**config.mk**
```make
export PLATFORM = sky130hd
export DESIGN_NAME = tx_frame_serializer
export DESIGN_NICKNAME = d
export VERILOG_FILES = /design/src/rtl/tx_pkg.sv /design/src/rtl/tx_hold_reg.sv /design/src/rtl/tx_frame_serializer.sv
export SDC_FILE = /design/constraint.sdc
export NUM_CORES = 1
export LEC_CHECK = 0
export CORE_UTILIZATION = 48
export CTS_CLUSTER_SIZE = 8
export DETAILED_ROUTE_END_ITERATION = 10
export PLACE_DENSITY = 0.81
export SLEW_MARGIN = 40
export SYNTH_ARGS = -nofsm -noshare
export SYNTH_HDL_FRONTEND = slang
export SYNTH_SLANG_ARGS = --single-unit
```
**constraint.sdc**
```tcl
create_clock -name clk -period 1.7 [get_ports clk]
set_input_delay 0.34 -clock clk [delete_from_list [all_inputs] [get_ports clk]]
set_output_delay 0.34 -clock clk [all_outputs]
set_load 0.01 [all_outputs]
```
**src/rtl/tx_pkg.sv**
```systemverilog
`default_nettype none
// +----------------------------------------------------------------------+
// | tx_pkg : shared state encoding and line levels for the UART TX path   |
// | Rev 1.0                                                              |
// +----------------------------------------------------------------------+
package tx_pkg;

   typedef enum logic [2:0] {
      IDLE   = 3'd0,
      START  = 3'd1,
      DATA   = 3'd2,
      PARITY = 3'd3,
      STOP   = 3'd4
   } tx_state_t;

   localparam logic LINE_IDLE = 1'b1;
   localparam logic START_BIT = 1'b0;
   localparam logic STOP_BIT  = 1'b1;

endpackage
`default_nettype wire

```
**src/rtl/tx_hold_reg.sv**
```systemverilog
`default_nettype none
// +----------------------------------------------------------------------+
// | tx_hold_reg : one-entry valid/ready hold buffer in front of the FSM   |
// | Rev 1.0                                                              |
// +----------------------------------------------------------------------+
module tx_hold_reg #(
   parameter int DATA_W = 8
) (
   input  logic              clk,
   input  logic              reset,
   input  logic [DATA_W-1:0] i_data,
   input  logic              i_valid,
   output logic              o_ready,
   input  logic              i_pop,
   output logic              o_full,
   output logic [DATA_W-1:0] o_data
);

   logic              r_full;
   logic [DATA_W-1:0] r_data;
   logic              w_load;

   // Ready comes straight from the flag, so a pop never reopens the slot in the same cycle.
   assign w_load  = i_valid && !r_full;
   assign o_ready = !r_full;
   assign o_full  = r_full;
   assign o_data  = r_data;

   always_ff @(posedge clk) begin
      if (!reset) begin
         r_full <= 1'b0;
         r_data <= '0;
      end else if (w_load) begin
         r_full <= 1'b1;
         r_data <= i_data;
      end else if (i_pop) begin
         r_full <= 1'b0;
      end
   end

endmodule
`default_nettype wire

```
**src/rtl/tx_frame_serializer.sv**
```systemverilog
`default_nettype none
// +----------------------------------------------------------------------+
// | tx_frame_serializer : frames held bytes onto the UART line, one bit   |
// | per bit_tick (start, LSB-first data, optional parity, stop). Rev 1.0  |
// +----------------------------------------------------------------------+
module tx_frame_serializer
   import tx_pkg::*;
#(
   parameter int DATA_W     = 8,
   parameter int PARITY_EN  = 0,
   parameter int PARITY_ODD = 0,
   parameter int STOP_BITS  = 1
) (
   input  logic              clk,
   input  logic              reset,
   input  logic [DATA_W-1:0] tx_data,
   input  logic              tx_valid,
   output logic              tx_ready,
   input  logic              bit_tick,
   output logic              count_enable,
   output logic              serial_out,
   output logic              busy,
   output logic              frame_done
);

   localparam int              IDX_W       = $clog2(DATA_W);
   localparam logic [IDX_W-1:0] C_LAST_IDX  = IDX_W'(DATA_W - 1);
   localparam logic             C_LAST_STOP = 1'(STOP_BITS - 1);

   tx_state_t         r_state;
   tx_state_t         w_state_nxt;
   logic [DATA_W-1:0] r_shift;
   logic [IDX_W-1:0]  r_bit_idx;
   logic              r_stop_cnt;
   logic              r_parity;
   logic              r_serial;
   logic              r_count_en;
   logic              r_busy;
   logic              r_frame_done;

   logic              w_hold_full;
   logic [DATA_W-1:0] w_hold_data;
   logic              w_pop;
   logic              w_shift;
   logic              w_done;
   logic              w_idx_clr;
   logic              w_stop_clr;
   logic              w_stop_inc;
   logic              w_line;

   tx_hold_reg #(
      .DATA_W (DATA_W)
   ) u_hold (
      .clk     (clk),
      .reset   (reset),
      .i_data  (tx_data),
      .i_valid (tx_valid),
      .o_ready (tx_ready),
      .i_pop   (w_pop),
      .o_full  (w_hold_full),
      .o_data  (w_hold_data)
   );

   always_ff @(posedge clk) begin
      if (!reset) begin
         r_state <= IDLE;
      end else begin
         r_state <= w_state_nxt;
      end
   end

   // w_line is the level of the bit currently in progress; it reaches the pin one cycle later.
   always_comb begin
      w_state_nxt = r_state;
      w_pop       = 1'b0;
      w_shift     = 1'b0;
      w_done      = 1'b0;
      w_idx_clr   = 1'b0;
      w_stop_clr  = 1'b0;
      w_stop_inc  = 1'b0;
      w_line      = LINE_IDLE;
      case (r_state)
         IDLE: begin
            if (w_hold_full) begin
               w_pop       = 1'b1;
               w_state_nxt = START;
            end
         end
         START: begin
            w_line = START_BIT;
            if (bit_tick) begin
               w_idx_clr   = 1'b1;
               w_state_nxt = DATA;
            end
         end
         DATA: begin
            w_line = r_shift[0];
            if (bit_tick) begin
               w_shift = 1'b1;
               if (r_bit_idx == C_LAST_IDX) begin
                  w_stop_clr  = (PARITY_EN == 0);
                  w_state_nxt = (PARITY_EN != 0) ? PARITY : STOP;
               end
            end
         end
         PARITY: begin
            w_line = r_parity;
            if (bit_tick) begin
               w_stop_clr  = 1'b1;
               w_state_nxt = STOP;
            end
         end
         STOP: begin
            w_line = STOP_BIT;
            if (bit_tick) begin
               if (r_stop_cnt == C_LAST_STOP) begin
                  w_done = 1'b1;
                  if (w_hold_full) begin
                     w_pop       = 1'b1;
                     w_state_nxt = START;
                  end else begin
                     w_state_nxt = IDLE;
                  end
               end else begin
                  w_stop_inc = 1'b1;
               end
            end
         end
         default: w_state_nxt = IDLE;
      endcase
   end

   always_ff @(posedge clk) begin
      if (!reset) begin
         r_shift      <= '0;
         r_bit_idx    <= '0;
         r_stop_cnt   <= 1'b0;
         r_parity     <= 1'b0;
         r_serial     <= LINE_IDLE;
         r_count_en   <= 1'b0;
         r_busy       <= 1'b0;
         r_frame_done <= 1'b0;
      end else begin
         if (w_pop) begin
            r_shift  <= w_hold_data;
            r_parity <= (^w_hold_data) ^ (PARITY_ODD != 0);
         end else if (w_shift) begin
            r_shift <= r_shift >> 1;
         end
         if (w_idx_clr) begin
            r_bit_idx <= '0;
         end else if (w_shift && (r_bit_idx != C_LAST_IDX)) begin
            r_bit_idx <= r_bit_idx + 1'b1;
         end
         if (w_stop_clr) begin
            r_stop_cnt <= 1'b0;
         end else if (w_stop_inc) begin
            r_stop_cnt <= 1'b1;
         end
         r_serial     <= w_line;
         r_count_en   <= (w_state_nxt != IDLE);
         r_busy       <= (w_state_nxt != IDLE);
         r_frame_done <= w_done;
      end
   end

   assign serial_out   = r_serial;
   assign count_enable = r_count_en;
   assign busy         = r_busy;
   assign frame_done   = r_frame_done;

endmodule
`default_nettype wire

```
==> impl_metrics.py, run 1 <==
metrics = {
    "sta": {
        "rsz0062_at_grt": "no",
        "final-setup-viol-count": 0,
        "min_period_ns": 1.65,
        "clock-skew-final_ns": 0.00834,
        "fin_tns_setup_ns": 0,
        "max_slew_margin_pct": 71.7,
        "drv_slew": 0,
        "finalCritPeriodShare_pct": 96.8,
        "worst_pin_slew_ns": 0.424,
        "timing.fmax_ghz": 0.608,
        "whs_ns": 0.453,
        "finalHoldViolations": 0,
    },
    "drt": {
        "routed.top_layer": "met4",
        "dr.pass1.iters": 4,
        "vias": 958,
        "wl_met3_um": 58,
        "wl_met2_mm": 1.12,
        "drtAntennaViolNets": 0,
        "wl_mm": 2.25,
        "wl_met1_mm": 1.02,
        "via_per_inst": 5.29,
        "first_iter_violations": 11,
        "drc": 0,
        "avgRoutedWirePerCell_um": 12.4,
    },
    "placed_design": {
        "dpl.cell_count": 177,
        "placed_area_um2": 1500,
        "gp_congestion": 0.746,
        "hpwl_mm": 1.63,
        "port_buffers": 16,
    },
    "global_routing": {
        "grt_start_max_net_pins": 23,
        "grt_pass1_wl_mm": 3.85,
        "first_global_vias": 931,
        "grtUsageTotal_pct": 19.0,
        "overflow": 0,
        "antenna_found_initial": 0,
    },
    "layout": {
        "finalNonFillerCells": 181,
        "layout.nets": 166,
        "area_delta_synth_final_pct": 21.1,
        "final_cell_mix": "dfxtp_1, mux2i_1, clkdlybuf4s50_1",
        "antennaDiodeCount": 0,
        "layout_commonest_cell": "dfxtp_1",
        "drive_gt1_share_pct": 11.3,
        "stdcell_area_um2": 1540,
    },
    "cts": {
        "cts_setup_buffers": 0,
        "cts_tree": "built",
        "numCtsBuffers": 3,
        "clock_latency_ns": 0.32,
        "cts_hold_buf": 0,
        "cts.sinks": 28,
        "cts_root_buf": "clkbuf_4",
        "cts_max_level": 1,
        "clock_tree.buffer_depth": 2,
        "cts.clk_slew.worst_paths_ns": 0.14,
    },
    "floorplanning": {
        "start_util_pct": 50.9,
        "core_region_area_um2": 2500,
        "dieArea_um2": 2860,
        "rows": 18,
        "die_y_um": 53.5,
        "dieWidth_um": 53.5,
        "ioPinCount": 17,
    },
    "synth": {
        "ys_seq_area_share_pct": 44.1,
        "synth.distinct_cells": 31,
        "syn_area_um2": 1270,
        "ys_warn_count": 0,
        "ys_seq_elements": 28,
        "syn-num-nets": 146,
        "synthCells": 132,
        "avgSynthCellArea_um2": 9.63,
    },
    "worst_setup_path": {
        "rr_startpoint": "r_state[2]",
        "crit_path_max_fanout": 6,
        "critPathCapture": "r_shift[5]",
        "cp.required_ns": 1.93,
        "timing.rr.end": "r_shift[5]",
        "crit_type": "primary input to flip-flop",
        "reg2reg_slack_ns": 0.15,
        "cp_cell_sequence": "clkdlybuf4s50_1 -> nand2b_4 -> a2111oi_4 -> buf_4 -> mux2i_1 -> nand2_1 -> o211a_1",
        "rr_worst_depth": 5,
        "crit_arrival_ns": 1.87,
        "crit_slowest_cell": "clkdlybuf4s50_1",
        "critPathLaunch": "bit_tick",
        "crit_path_start_kind": "primary input",
        "cpPeakStageDelay_ns": 0.53,
        "endpoint_kind": "flip-flop",
    },
    "power_and_ir_drop": {
        "p_leak_nw": 0.658,
        "power_density_nw_per_um2": 867,
        "ir_drop_v": 0.000553,
    },
    "outcome": {
        "status": "complete, no violations",
    },
    "run": {
        "max_cap_violations": 0,
    },
    "hold_path": {
        "hold_class": "flip-flop to flip-flop",
        "holdPathStages": 2,
    },
}
-- synth_stat cells --
cell / number / area share [%]
o21ai_1: 1 / 0.39
inv_1: 2 / 0.59
and2_1: 1 / 0.49
buf_6: 1 / 0.89
nand2_1: 14 / 4.1
or4bb_1: 1 / 0.89
o221ai_1: 1 / 0.69
nor2b_1: 9 / 4.4
or3b_2: 1 / 0.69
buf_2: 1 / 0.39
a2111oi_4: 1 / 2.2
or3_1: 1 / 0.49
mux2i_1: 16 / 13
nand3b_1: 1 / 0.59
o21ai_0: 5 / 2.0
clkbuf_1: 7 / 2.1
o211a_1: 6 / 4.7
buf_4: 1 / 0.59
nor4_1: 1 / 0.49
xnor2_1: 7 / 4.8
dfxtp_1: 28 / 44
nor2_1: 12 / 3.5
nor3b_1: 1 / 0.59
nand2b_1: 1 / 0.49
xor2_1: 1 / 0.69
a211o_1: 1 / 0.69
a21oi_1: 5 / 2.0
nand2b_2: 1 / 0.69
ha_1: 2 / 2.0
a31oi_1: 1 / 0.49
a21oi_2: 1 / 0.69
-- power by group --
group	leakage, nW	switching (mW)	internal (mW)
Sequential	0.229	0.0378	0.704
Combinational	0.407	0.119	0.158
Clock	0.0210	0.184	0.131
Total	0.658	0.341	0.993
-- metrics by stage --
| step | utilization (%) | power, mW | setup WS, ns |
|---|---|---|---|
| after detailed placement | 60.0 | 1.03 | -0.341 |
| after CTS | 61.4 | 1.35 | 0.0129 |
| after floorplan | - | 0.932 | 0.0708 |
| after global placement | 60.0 | 1.02 | -0.271 |
| final | 61.6 | 1.33 | 0.0544 |
| after global routing | 61.6 | 1.41 | 0.00178 |
-- per-layer routing --
layer  global-route usage, %  up-vias
li1                        -      487
met1                    20.1      449
met2                    34.0       16
met3                    3.16        6
met4                    12.3        0
met5                       0        -
-- cell families (layout without fill, tap and decap cells) --
| family | Yosys count | after routing | share of synthesized area, % |
|---|---|---|---|
| muxes | 16 | 16 | 12.6 |
| AOI/OAI and AO/OA | 22 | 22 | 13.8 |
| buffers and inverters | 12 | 31 | 4.53 |
| adders and majority gates | 2 | 2 | 1.97 |
| and+or+nand+nor | 44 | 44 | 17.5 |
| DFF | 28 | 28 | 44.1 |
| xor gates and xnor gates | 8 | 8 | 5.51 |
-- worst max-delay path: cells and delay by family --
| family | cells | cell delay, ns |
|---|---|---|
| muxes | 1 | 0.20 |
| and+or+nand+nor | 2 | 0.15 |
| buffers and inverters | 2 | 0.74 |
| AOI/OAI and AO/OA | 2 | 0.43 |
-- worst min path at each step --
stage	from	to
2_1_floorplan	r_stop_cnt	r_stop_cnt
3_3_place_gp	r_stop_cnt	r_stop_cnt
3_5_place_dp	r_stop_cnt	r_stop_cnt
4_1_cts	r_stop_cnt	r_stop_cnt
5_1_grt	r_stop_cnt	r_stop_cnt
6_report	r_stop_cnt	r_stop_cnt
-- repair_timing --
item	4_1_cts	5_1_grt
gates resized for setup	1	1
setup endpoints to repair	1	6
pin swaps	0	1
cloned	0	0
-- cell type report --
type,instances,area [um2]
multi-input combinational,92,658
timing repair buffer,25,239
inverter,2,7.51
fill,219,961
clock buffer,4,36.3
tap,30,37.5
sequential,28,561
-- registers in the layout, indices dropped and copies added, names as in the netlist --
| name | count |
|---|---|
| r_shift | 8 |
| u_hold.o_full | 1 |
| r_state | 3 |
| r_bit_idx | 3 |
| r_parity | 1 |
| serial_out | 1 |
| frame_done | 1 |
| r_stop_cnt | 1 |
| u_hold.o_data | 8 |
| busy | 1 |
Power figures use the tool's default switching activity.
==> inputs of run 2 (changes only) <==
- PLACE_DENSITY: 0.81 -> 0.79
- clock period: 1.7 -> 1.93 ns (I/O delays scaled with it)
==> impl_metrics.py, run 2 (same netlist as run 1, synthesis figures left out) <==
metrics = {
    "worst_setup_path": {
        "rr_worst_depth": 6,
        "cpLargestDelayFamily": "buffers and inverters",
        "endpoint_kind": "flip-flop",
        "crit_arrival_ns": 2.00,
        "crit_path_start_kind": "primary input",
        "cp.required_ns": 2.16,
        "path_depth": 7,
        "crit_type": "primary input to flip-flop",
        "rr_startpoint": "r_stop_cnt",
        "crit_slowest_cell": "clkdlybuf4s50_1",
        "critPathCapture": "r_shift[0]",
        "crit_path_max_fanout": 11,
        "critPathLaunch": "bit_tick",
        "cp_cell_sequence": "clkdlybuf4s50_1 -> nand2b_2 -> a2111oi_4 -> buf_4 -> mux2i_1 -> nand2_1 -> o211a_1",
        "timing.rr.end": "r_shift[0]",
        "critical_path_buf_inv_count": 2,
        "reg2reg_slack_ns": 0.27,
        "cpPeakStageDelay_ns": 0.49,
    },
    "floorplanning": {
        "core_region_area_um2": 2500,
        "dieWidth_um": 53.5,
        "die_y_um": 53.5,
        "rows": 18,
        "dieArea_um2": 2860,
        "start_util_pct": 50.9,
        "ioPinCount": 17,
    },
    "layout": {
        "antennaDiodeCount": 0,
        "fill_cells": 227,
        "drive_gt1_share_pct": 11.8,
        "area_delta_synth_final_pct": 19.9,
        "layout_commonest_cell": "dfxtp_1",
        "layout.nets": 168,
        "final_cell_mix": "dfxtp_1, mux2i_1, clkdlybuf4s50_1",
    },
    "drt": {
        "first_iter_violations": 11,
        "avgRoutedWirePerCell_um": 12.7,
        "drtAntennaViolNets": 0,
        "wl_mm": 2.32,
        "via_per_inst": 5.41,
        "dr.pass1.iters": 4,
        "drc": 0,
        "vias": 985,
    },
    "sta": {
        "clock-skew-final_ns": 0.00406,
        "fin_tns_setup_ns": 0,
        "drv_slew": 0,
        "min_period_ns": 1.76,
        "timing.fmax_ghz": 0.567,
        "finalCritPeriodShare_pct": 91.4,
        "max_slew_margin_pct": 69.8,
        "finalHoldViolations": 0,
        "worst_pin_slew_ns": 0.453,
        "rsz0062_at_grt": "no",
        "layout_setup_ws_ns": 0.167,
        "final-setup-viol-count": 0,
    },
    "global_routing": {
        "overflow": 0,
        "grt_start_max_net_pins": 23,
        "first_global_vias": 945,
        "grt_pass1_wl_mm": 3.93,
        "grtUsageTotal_pct": 19.4,
        "antenna_found_initial": 0,
    },
    "outcome": {
        "status": "complete, no violations",
    },
    "placed_design": {
        "port_buffers": 16,
        "hpwl_mm": 1.71,
        "dp_slack_ns": -0.198,
        "gp_congestion": 0.783,
    },
    "cts": {
        "cts.clk_slew.worst_paths_ns": 0.14,
        "cts_root_buf": "clkbuf_4",
        "clock_latency_ns": 0.32,
        "cts_setup_buffers": 0,
        "cts.sinks": 28,
        "ctsResizeCount": 0,
        "clock_tree.buffer_depth": 2,
        "cts_tree": "built",
        "cts_hold_buf": 0,
        "numCtsBuffers": 3,
        "cts_max_level": 1,
    },
    "hold_path": {
        "worstHoldStart": "r_stop_cnt",
        "hold_class": "flip-flop to flip-flop",
    },
    "run": {
        "max_cap_violations": 0,
    },
    "power_and_ir_drop": {
        "power.total_mw": 1.13,
        "power_density_nw_per_um2": 743,
        "p_leak_nw": 0.656,
        "ir_drop_v": 0.000499,
    },
}
## run 2: cell count changes in the layout (fill, tap and decap cells not counted), sizes merged
cell / previous run / this run
dlygate4sd2: 1 / 0
buf: 9 / 11
clkbuf: 4 / 3
clkdlybuf4s50: 15 / 16
## run 2: stage by stage
stage / hold slack, ns / util, % / cells / cell area [um2]
4_1_cts: 0.452 / 61.0 / 182 / 1520
3_3_place_gp: 0.419 / 60.1 / 179 / 1500
2_1_floorplan: 0.410 / - / 132 / 1270
3_5_place_dp: 0.433 / 60.1 / 179 / 1500
6_report: 0.446 / 61.0 / 182 / 1520
5_1_grt: 0.461 / 61.0 / 182 / 1520
## run 2: area by class of cell
cell class	count	area, um2	area share (%)
clock buffers	3	22.5	1.48
inverters	2	7.51	0.493
multi-input cells	92	653	42.9
flip-flops and latches	28	561	36.8
well taps	30	37.5	2.46
repair buffers	27	243	15.9
## run 2: worst min path at each step
stage,endpoint,slack [ns],cells past startpoint
3_3_place_gp,r_stop_cnt,0.42,2
4_1_cts,r_stop_cnt,0.45,2
5_1_grt,r_stop_cnt,0.46,2
2_1_floorplan,r_stop_cnt,0.41,2
3_5_place_dp,r_stop_cnt,0.43,2
6_report,r_stop_cnt,0.45,2
## run 2: worst min-delay path, stage by stage (launching register included)
cell and delay [ns]:
dfxtp_1 0.34, nand2_1 0.05, nor2_1 0.04
## run 2: power breakdown
part	total, mW	internal, mW	switching [mW]	leakage [nW]
clock network	0.234	0.0733	0.161	0.0138
logic	0.243	0.140	0.104	0.413
registers	0.655	0.620	0.0345	0.229
total	1.13	0.833	0.299	0.656
## run 2: routing by layer
metal	vias to the layer above	global-route usage [%]	part of all wire (%)
li1	492	-	-
met1	465	21.3	43
met2	24	36.0	51
met3	4	2.59	4.2
met4	0	9.21	1.3
met5	-	0	0
